===== src/rtl/avalon_lsu_bridge.sv =====
// Load/store bridge from a simple core request port to an Avalon-MM on-chip memory.
// Handles one transaction at a time; misaligned or illegal-size requests get an error response.
module avalon_lsu_bridge #(
  parameter int unsigned READ_LATENCY = 1
) (
  input  logic        clk,
  input  logic        reset,
  input  logic        req_valid,
  output logic        req_ready,
  input  logic        req_we,
  input  logic [1:0]  req_size,
  input  logic        req_unsigned,
  input  logic [11:0] req_addr,
  input  logic [31:0] req_wdata,
  output logic        rsp_valid,
  output logic [31:0] rsp_rdata,
  output logic        rsp_err,
  output logic [9:0]  mem_address,
  output logic [3:0]  mem_byteenable,
  output logic        mem_chipselect,
  output logic        mem_write,
  output logic [31:0] mem_writedata,
  output logic        mem_clken,
  input  logic [31:0] mem_readdata
);

  typedef enum logic [1:0] {IDLE, ACCESS, WAIT, RESP} state_e;

  state_e      state_q, state_d;
  logic [9:0]  addr_q, addr_d;
  logic [3:0]  be_q, be_d;
  logic [31:0] wdata_q, wdata_d;
  logic        we_q, we_d;
  logic [1:0]  size_q, size_d;
  logic        uns_q, uns_d;
  logic [1:0]  lane_q, lane_d;
  logic [1:0]  cnt_q, cnt_d;
  logic [31:0] rdata_q, rdata_d;
  logic        err_q, err_d;

  logic        misalign;
  logic [3:0]  be_calc;
  logic [31:0] wdata_calc;
  logic [7:0]  ld_byte;
  logic [15:0] ld_half;
  logic [31:0] ld_ext;

  always_comb begin
    misalign = (req_size == 2'b11) ||
               ((req_size == 2'b01) && req_addr[0]) ||
               ((req_size == 2'b10) && (req_addr[1:0] != 2'b00));
    case (req_size)
      2'b00:   be_calc = 4'b0001 << req_addr[1:0];
      2'b01:   be_calc = req_addr[1] ? 4'b1100 : 4'b0011;
      default: be_calc = 4'b1111;
    endcase
    case (req_size)
      2'b00:   wdata_calc = {4{req_wdata[7:0]}};
      2'b01:   wdata_calc = {2{req_wdata[15:0]}};
      default: wdata_calc = req_wdata;
    endcase
  end

  // Load extraction uses the lane/size captured at accept, not the live request.
  always_comb begin
    case (lane_q)
      2'd0:    ld_byte = mem_readdata[7:0];
      2'd1:    ld_byte = mem_readdata[15:8];
      2'd2:    ld_byte = mem_readdata[23:16];
      default: ld_byte = mem_readdata[31:24];
    endcase
    ld_half = lane_q[1] ? mem_readdata[31:16] : mem_readdata[15:0];
    case (size_q)
      2'b00:   ld_ext = uns_q ? {24'd0, ld_byte} : {{24{ld_byte[7]}}, ld_byte};
      2'b01:   ld_ext = uns_q ? {16'd0, ld_half} : {{16{ld_half[15]}}, ld_half};
      default: ld_ext = mem_readdata;
    endcase
  end

  always_comb begin
    state_d = state_q;
    addr_d  = addr_q;
    be_d    = be_q;
    wdata_d = wdata_q;
    we_d    = we_q;
    size_d  = size_q;
    uns_d   = uns_q;
    lane_d  = lane_q;
    cnt_d   = cnt_q;
    rdata_d = rdata_q;
    err_d   = err_q;
    case (state_q)
      IDLE: begin
        if (req_valid) begin
          rdata_d = '0;
          err_d   = misalign;
          we_d    = req_we;
          size_d  = req_size;
          uns_d   = req_unsigned;
          lane_d  = req_addr[1:0];
          if (misalign) begin
            state_d = RESP;
          end else begin
            state_d = ACCESS;
            addr_d  = req_addr[11:2];
            be_d    = be_calc;
            wdata_d = wdata_calc;
          end
        end
      end
      ACCESS: begin
        if (we_q) begin
          state_d = RESP;
        end else begin
          state_d = WAIT;
          cnt_d   = 2'(READ_LATENCY - 1);
        end
      end
      WAIT: begin
        if (cnt_q == 2'd0) begin
          rdata_d = ld_ext;
          state_d = RESP;
        end else begin
          cnt_d = cnt_q - 2'd1;
        end
      end
      default: state_d = IDLE;
    endcase
  end

  always_ff @(posedge clk) begin
    if (reset) begin
      state_q <= IDLE;
      addr_q  <= '0;
      be_q    <= '0;
      wdata_q <= '0;
      we_q    <= 1'b0;
      size_q  <= '0;
      uns_q   <= 1'b0;
      lane_q  <= '0;
      cnt_q   <= '0;
      rdata_q <= '0;
      err_q   <= 1'b0;
    end else begin
      state_q <= state_d;
      addr_q  <= addr_d;
      be_q    <= be_d;
      wdata_q <= wdata_d;
      we_q    <= we_d;
      size_q  <= size_d;
      uns_q   <= uns_d;
      lane_q  <= lane_d;
      cnt_q   <= cnt_d;
      rdata_q <= rdata_d;
      err_q   <= err_d;
    end
  end

  assign req_ready      = (state_q == IDLE);
  assign rsp_valid      = (state_q == RESP);
  assign rsp_err        = rsp_valid && err_q;
  assign rsp_rdata      = rdata_q;
  assign mem_chipselect = (state_q == ACCESS);
  assign mem_write      = mem_chipselect && we_q;
  assign mem_byteenable = mem_chipselect ? be_q : '0;
  assign mem_address    = addr_q;
  assign mem_writedata  = wdata_q;
  assign mem_clken      = 1'b1;

endmodule


===== config.mk =====
export PLATFORM = sky130hd
export DESIGN_NAME = avalon_lsu_bridge
export DESIGN_NICKNAME = d
export VERILOG_FILES = /design/src/rtl/avalon_lsu_bridge.sv
export SDC_FILE = /design/constraint.sdc
export NUM_CORES = 1
export LEC_CHECK = 0
export BUFFER_PORTS_ARGS = -buffer_cell sky130_fd_sc_hd__buf_2
export CAP_MARGIN = 30
export CORE_ASPECT_RATIO = 0.8
export CORE_MARGIN = 2
export CORE_UTILIZATION = 53
export DETAILED_ROUTE_END_ITERATION = 8
export PLACE_DENSITY = 0.89
export SETUP_SLACK_MARGIN = 0.1
export SKIP_CTS_REPAIR_TIMING = 1
export SLEW_MARGIN = 20
export SYNTH_ARGS = -nofsm -noshare
export SYNTH_HDL_FRONTEND = slang
export SYNTH_SLANG_ARGS = --single-unit

===== constraint.sdc =====
create_clock -name clk -period 3.8 [get_ports clk]
set_input_delay 0.57 -clock clk [delete_from_list [all_inputs] [get_ports clk]]
set_output_delay 0.57 -clock clk [all_outputs]
set_load 0.02 [all_outputs]

==> results.cfg, run 1 <==
[floorplan]
chipHeight_um = 85.0
coreArea_sq_um = 7950
die_area_sq_um = 8940
initial_core_util_pct = 54.6
die_w_um = 105
top_level_ports = 167
rows = 29

[grt]
grt_pass1_vias = 3995
antenna_found_initial = 0
grtUsageTotal_pct = 27.1
grt-ovfl-total = 0
grt_start_max_net_pins = 58
grt_pass1_wl_um = 19600

[power_and_ir_drop]
leakage_nw = 2.39
power.density_nw_per_um2 = 541
ir_worst_vdd_mv = 0.378

[cts]
cts_tree = done
cts-root-buf = clkbuf_8
clkSinkCount = 89
numCtsBuffers = 9
cts-htree-levels = 3
clk_latency_ns = 0.36
clock_path_buffers = 2
path_clk_slew_ns = 0.08

[setup_path]
critPathCaptureType = flop
crit_family = simple AND/OR/NAND/NOR gates
required_ns = 4.08
crit_chain = inv_1 -> ha_1 -> and2_1 -> and3_2 -> buf_4 -> nand2_1 -> a21oi_1
critPathKind = reg2reg
start_kind = flop
cpPeakStageDelay_ns = 0.78
cp.buffers_inverters = 2
critPathSlowestCell = and3_2
cp.arrival_ns = 2.74
path_max_fanout = 47

[placement]
portBuffers = 165
placed_area_sq_um = 5120
hpwlAfterDp_um = 9000
gp_congestion = 0.948
post-place-ws_ns = 1.18

[yosys]
synth_common_cells = nand2_1 (96), dfxtp_1 (89), a21oi_1 (67)
ys_seq_elements = 89
netlist_top_cells_area = dfxtp_1 (41%), nand2_1 (8.3%), a21oi_1 (7.7%)
syn_area_per_cell_sq_um = 8.21
synthCells = 529
syn_area_sq_um = 4340
syn_nets = 617
synth_edf_count = 0
synth_top_area_share_pct = 41.0
async_reset_ff_share_pct = 0
synth_top_flop_cell = dfxtp_1
ys.warnings.count = 0
synth_most_common_cell = nand2_1
synth_cell_types = 47
ys_seq_area_share_pct = 41.0
synth_largest_area_cell = dfxtp_1

[cells_and_area]
fill_cells = 665
diodes = 0
stdcell_area_sq_um = 5330
nets = 754
drive_gt1_share_pct = 30.0
syn_to_final_growth_pct = 22.7

[timing]
tns_ns = 0
finalCriticalPeriod_ns = 2.46
timing.fmax_mhz = 406
finalMaxSlewViolations = 0
finalCritPeriodShare_pct = 64.8
rsz0062_at_grt = false
setup_viol = 0
worstMarginPinSlew_ns = 0.781
hold_viol_final = 0
finalClockSkew_ns = 0.00574
relSlewSlack_pct = 47.9
layout_setup_ws_ns = 1.34

[route]
wirelength_met1_um = 5790
dr.pass1.iters = 5
ant_nets = 0
wl_um = 12400
drtIter0Drc = 337
dr_wl_met3_um = 917
via_per_inst = 5.70
wl_met2_um = 5290
top_layer_used = met4
wl_per_cell_um = 15.9
dr_total_vias = 4439
drc = 0

[status]
status = finished, final reports clean

[min_path]
hold_class = in2reg

[job]
cap_violations = 0
layout make-up:
| type | instances | area (sq um) | share of cell area [%] |
|---|---|---|---|
| clock buffers | 12 | 145 | 2.72 |
| clock inverters | 4 | 52.6 | 0.986 |
| inverters | 16 | 60.1 | 1.13 |
| multi-input cells | 380 | 2290 | 42.9 |
| flip-flops and latches | 89 | 1780 | 33.4 |
| well taps | 108 | 135 | 2.54 |
| repair buffers | 170 | 867 | 16.3 |
kinds of logic (layout without fill, tap and decap cells):
group / after synthesis / after routing / share of synthesized area (%)
AO/OA/AOI/OAI: 176 / 176 / 27.0
adder cells (fa/ha/maj): 7 / 7 / 1.90
buffers and inverters: 60 / 202 / 6.34
flip-flops: 89 / 89 / 41.0
multiplexers: 25 / 25 / 5.97
other: 1 / 1 / 0.0864
AND/OR/NAND/NOR: 171 / 171 / 17.7
stage by stage:
stage	cells	total power (W)	hold WS (ns)	util, %
3_5_place_dp	762	0.00222	0.441	64.4
5_1_grt	779	0.00303	0.441	67.0
6_report	779	0.00288	0.448	67.0
4_1_cts	778	0.00287	0.431	66.9
2_1_floorplan	529	0.00193	0.432	-
3_3_place_gp	762	0.00219	0.438	64.4
sequential cells by signal, indices dropped and copies added, names as in the netlist, 2 cells and up:
signal / cells
rsp_rdata: 32
size_q: 2
be_q: 4
cnt_q: 2
mem_address: 10
lane_q: 2
state_q: 2
mem_writedata: 32
cells in the final DEF (no fill, tap or decap), types with 2 or more instances in the layout:
| cell type | synthesis | layout |
|---|---|---|
| inv_1 | 16 | 16 |
| ha_1 | 5 | 5 |
| dfxtp_1 | 89 | 89 |
| nand2_1 | 96 | 96 |
| a221o_1 | 7 | 7 |
| o21ai_0 | 27 | 27 |
| mux2i_1 | 18 | 18 |
| clkbuf_1 | 21 | 2 |
| a211o_1 | 6 | 6 |
| and2_1 | 6 | 6 |
| buf_4 | 5 | 4 |
| o211ai_1 | 6 | 6 |
| mux2_2 | 7 | 7 |
| nor2b_1 | 3 | 3 |
| clkinvlp_4 | 0 | 3 |
| nor2b_4 | 2 | 2 |
| nand3_1 | 8 | 8 |
| clkbuf_8 | 0 | 10 |
| a21oi_1 | 67 | 67 |
| a22o_1 | 3 | 3 |
| nor2_1 | 35 | 35 |
| maj3_1 | 2 | 2 |
| and3b_1 | 6 | 6 |
| o2bb2ai_1 | 23 | 23 |
| o21ai_2 | 2 | 2 |
| a311oi_1 | 9 | 9 |
| buf_2 | 13 | 165 |
| or3_1 | 3 | 3 |
| a211oi_1 | 17 | 17 |
| nor3_1 | 5 | 5 |
where the power goes:
| group | total, W | switching (W) | leakage (nW) | internal (W) |
|---|---|---|---|---|
| Combinational | 0.00105 | 0.000678 | 1.57 | 0.000374 |
| Sequential | 0.00117 | 0.000104 | 0.724 | 0.00107 |
| Clock | 0.000658 | 0.000335 | 0.0888 | 0.000323 |
| Total | 0.00288 | 0.00112 | 2.39 | 0.00176 |
per-layer routing:
layer | vias to the layer above | track usage, %
met1 | 2029 | 39.2
met4 | 0 | 12.6
met3 | 40 | 4.69
li1 | 2160 | -
met2 | 210 | 39.1
met5 | - | 0
worst min-delay path, cell delays in order:
cell     delay, ns
buf_2         0.09
nand2_1       0.05
a21oi_1       0.05
path summary, 6_finish.rpt:
kind                            depth (start not counted)  slack, ns                end         startpoint
worst max-delay path                                    7       1.34  mem_writedata[26]         state_q[0]
worst min-delay path                                    3       0.45     mem_address[7]        req_addr[9]
worst max register to register                          7       1.34  mem_writedata[26]         state_q[0]
worst min register to register                          2       0.46  mem_writedata[28]  mem_writedata[28]
Note: power is estimated with default switching activity, not from simulation.
==> run 2: changes to the inputs <==
CORE_UTILIZATION = 44   (was 53)
PLACE_DENSITY = 0.79   (was 0.89)
clock period = 2.2 ns   (was 3.8 ns; I/O delays follow)
==> run 2 against run 1 <==
Compared with the run above: worst hold slack worse by 0.23 ns; sequential cell count unchanged; combinational power up 88%; setup slack worse by 1.1 ns; utilization down 8.9 points; total power up 96%; register-to-register slack worse by 1.1 ns; clock power rose to 2.5 times the previous value; final area up 4.9%; non-clock buffer count up 10; first-iteration DRC count up 27%.
==> results.cfg, run 2 (same netlist as run 1, synthesis figures left out) <==
[status]
status = finished, final reports clean

[cts]
cts_tree = done
clk_latency_ns = 0.34
path_clk_slew_ns = 0.07
clkSinkCount = 89
cts-root-buf = clkbuf_16
numCtsBuffers = 9
cts-htree-levels = 3
clock_path_buffers = 2

[floorplan]
die_w_um = 115
top_level_ports = 167
initial_core_util_pct = 45.2
die_area_sq_um = 10700
rows = 32
coreArea_sq_um = 9610
chipHeight_um = 92.8

[timing]
worstMarginPinSlew_ns = 0.574
finalMaxSlewViolations = 0
hold_viol_final = 0
tns_ns = 0
relSlewSlack_pct = 61.5
setup_viol = 0
finalCritPeriodShare_pct = 87.6
finalCriticalPeriod_ns = 1.93
timing.fmax_mhz = 519
rsz0062_at_grt = false
finalClockSkew_ns = 0.00437

[setup_path]
required_ns = 2.42
path_max_fanout = 11
crit_family = simple AND/OR/NAND/NOR gates
cp.arrival_ns = 2.15
start_kind = flop
critPathKind = reg2reg
crit_chain = inv_1 -> ha_1 -> and2b_4 -> or3_1 -> nor2b_4 -> a221o_1
cpPeakStageDelay_ns = 0.38
critPathCaptureType = flop
cp.buffers_inverters = 1
critPathSlowestCell = a221o_1

[job]
cap_violations = 0

[route]
drc = 0
dr_total_vias = 4561
drtIter0Drc = 427
wl_per_cell_um = 17.0
via_per_inst = 5.69
ant_nets = 0
dr.pass1.iters = 5
wl_um = 13600

[placement]
portBuffers = 165
gp_congestion = 0.911
hpwlAfterDp_um = 9980

[cells_and_area]
most-common-layout-cells = buf_2 (165), nand2_1 (96), dfxtp_1 (87), a21oi_1 (67), nor2_1 (35)
syn_to_final_growth_pct = 28.7
mostFrequentLayoutCell = buf_2
nets = 765
fin_util_pct = 58.2
fill_cells = 886
drive_gt1_share_pct = 32.0

[grt]
grt_pass1_wl_um = 21200
grtUsageTotal_pct = 24.9
grt-ovfl-total = 0
grt_start_max_net_pins = 51
grt_pass1_vias = 4196
antenna_found_initial = 1

[power_and_ir_drop]
leakage_nw = 2.51
ir_worst_vdd_mv = 0.436
power.density_nw_per_um2 = 1010

[min_path]
hold_class = in2reg
## run 2: final timing paths
path / startpoint / to / slack, ns / cells past startpoint
worst max register to register: state_q[0] / rsp_rdata[13] / 0.27 / 6
worst min register to register: mem_address[3] / mem_address[3] / 0.45 / 2
worst min-delay path: req_addr[4] / mem_address[2] / 0.22 / 3
worst max-delay path: state_q[0] / rsp_rdata[13] / 0.27 / 6
## run 2: cell type report
class                      instances  area (sq um)  share of cell area, %
antenna                            1          2.50                 0.0448
sequential                        89          1780                   31.9
timing repair buffer             180           963                   17.2
multi-input combinational        381          2310                   41.3
clock inverter                     7          95.1                   1.70
inverter                          16          60.1                   1.07
tap                              119           149                   2.66
clock buffer                       9           225                   4.03
## run 2: metrics by stage
step | worst slack, ns | instances | total power (W) | area (sq um) | hold slack (ns)
detailed placement | 0.125 | 784 | 0.00394 | 5240 | 0.446
finish | 0.272 | 802 | 0.00564 | 5590 | 0.221
CTS | 0.111 | 800 | 0.00559 | 5560 | 0.216
global route | 0.133 | 801 | 0.00591 | 5590 | 0.226
floorplan | 0.235 | 529 | 0.00333 | 4340 | 0.432
global placement | 0.306 | 784 | 0.00386 | 5240 | 0.440
## run 2: power by group
part / internal (W) / switching [W] / total (W)
clock: 0.000995 / 0.000659 / 0.00165
combinational: 0.000720 / 0.00125 / 0.00197
sequential: 0.00185 / 0.000163 / 0.00201
## run 2: metal layers
metal,global-route usage (%),vias up,part of all wire [%]
li1,-,2183,-
met1,34.2,2186,45
met2,38.8,176,46
met3,6.48,16,7.7
met4,6.53,0,0.95
met5,0,-,0
## run 2: tightest hold or removal path: cells and delay by family
family | cells | cell delay, ns
simple gates | 1 | 0.04
compound gates | 1 | 0.05
buf+inv | 1 | 0.09
==> run 3: changes to the inputs <==
BUFFER_PORTS_ARGS = -buffer_cell sky130_fd_sc_hd__buf_4   (was -buffer_cell sky130_fd_sc_hd__buf_2)
CORE_UTILIZATION = 53   (was 44)
PLACE_DENSITY = 0.89   (was 0.79)
clock period = 2.5 ns   (was 2.2 ns; I/O delays follow)
==> run 3 against run 2 <==
Compared with the run above: critical endpoint is now mem_writedata[12]; critical path depth is 1 higher; sequential share of layout area is 1.1 points lower; sequential cell count stayed put; highest routed layer unchanged; global-route usage rose by 4.6 points.
==> results.cfg, run 3 (same netlist as run 1, synthesis figures left out) <==
[status]
status = finished, final reports clean

[timing]
relSlewSlack_pct = 49.4
finalCritPeriodShare_pct = 86.9
layout_setup_ws_ns = 0.329
hold_viol_final = 0
finalMaxSlewViolations = 0
worstMarginPinSlew_ns = 0.757
setup_viol = 0
finalClockSkew_ns = 0.0126
timing.fmax_mhz = 461
rsz0062_at_grt = false
tns_ns = 0
finalCriticalPeriod_ns = 2.17

[setup_path]
crit_chain = inv_1 -> ha_1 -> and2_1 -> and3_2 -> buf_12 -> nor2_1 -> a311oi_1
critPathKind = reg2reg
critPathSlowestCell = and3_2
cp.buffers_inverters = 2
required_ns = 2.77
cp.arrival_ns = 2.44
path_max_fanout = 50
critPathCaptureType = flop
r2r_cells = 7
crit_family = simple AND/OR/NAND/NOR gates
cpPeakStageDelay_ns = 0.43
cp_num_cells = 7
start_kind = flop

[cts]
clk_latency_ns = 0.37
clkSinkCount = 89
cts_tree = done
path_clk_slew_ns = 0.09
clock_path_buffers = 2
cts-htree-levels = 3
numCtsBuffers = 9
cts-root-buf = clkbuf_8

[power_and_ir_drop]
p_total_w = 0.00460
leakage_nw = 2.48
power.density_nw_per_um2 = 795
ir_worst_vdd_mv = 0.540

[route]
wl_um = 13500
dr.pass1.iters = 8
via_per_inst = 5.83
wl_per_cell_um = 17.2
dr_total_vias = 4560
drc = 0
ant_nets = 0
drtIter0Drc = 336

[min_path]
hold_class = in2reg
holdPathStages = 2

[cells_and_area]
diodes = 0
nets = 758
fill_cells = 629
fin_util_pct = 72.8
mostFrequentLayoutCell = buf_4
syn_to_final_growth_pct = 33.3
stdcell_area_sq_um = 5790
most-common-layout-cells = buf_4 (173), nand2_1 (96), dfxtp_1 (89), a21oi_1 (67), nor2_1 (35)
drive_gt1_share_pct = 30.6

[placement]
hpwlAfterDp_um = 9790
gp_congestion = 0.940
post-place-ws_ns = 0.406
placed_area_sq_um = 5580
portBuffers = 165

[grt]
grt-ovfl-total = 0
antenna_found_initial = 0
grt_pass1_wl_um = 21200
grtUsageTotal_pct = 29.5
grt_start_max_net_pins = 58
grt_pass1_vias = 4227

[floorplan]
top_level_ports = 167
initial_core_util_pct = 54.6
rows = 29
chipHeight_um = 85.0
coreArea_sq_um = 7950
die_area_sq_um = 8940
die_w_um = 105

[job]
cap_violations = 0
==> run 3: where the power goes <==
group          total (W)  switching [W]  internal [W]
clock            0.00103       0.000522      0.000511
combinational    0.00180        0.00109      0.000717
sequential       0.00176       0.000143       0.00162
==> run 3: path summary, 6_finish.rpt <==
path	slack, ns	to	start
worst max register to register	0.33	mem_writedata[12]	state_q[0]
worst min-delay path	0.24	rsp_rdata[15]	reset
worst max-delay path	0.33	mem_writedata[12]	state_q[0]
worst min register to register	0.46	mem_writedata[30]	mem_writedata[30]
==> run 3: metal layers <==
metal / GRT usage [%] / vias up / share of wire [%]
met5: 0 / - / 0
met4: 9.09 / 0 / 1.6
met3: 4.99 / 20 / 7.2
met2: 46.9 / 233 / 46
met1: 41.2 / 2147 / 45
li1: - / 2160 / -
==> run 3: cell type report <==
cell class | instances | area, sq um | share of cell area, %
clock buffers | 11 | 151 | 2.62
clock inverters | 4 | 52.6 | 0.908
inverters | 16 | 60.1 | 1.04
multi-input cells | 380 | 2290 | 39.5
flip-flops and latches | 89 | 1780 | 30.8
well taps | 108 | 135 | 2.34
repair buffers | 174 | 1320 | 22.8
==> run 3: worst register-to-register path, cell delays in order, from the launching register on <==
cell and delay, ns:
dfxtp_1 0.36, inv_1 0.10, ha_1 0.27, and2_1 0.32
and3_2 0.43, buf_12 0.27, nor2_1 0.08, a311oi_1 0.26
==> run 3: metrics by stage <==
step / cells / hold WS, ns
2_1_floorplan: 529 / 0.432
3_3_place_gp: 767 / 0.441
3_5_place_dp: 767 / 0.448
4_1_cts: 782 / 0.223
5_1_grt: 782 / 0.224
6_report: 782 / 0.235
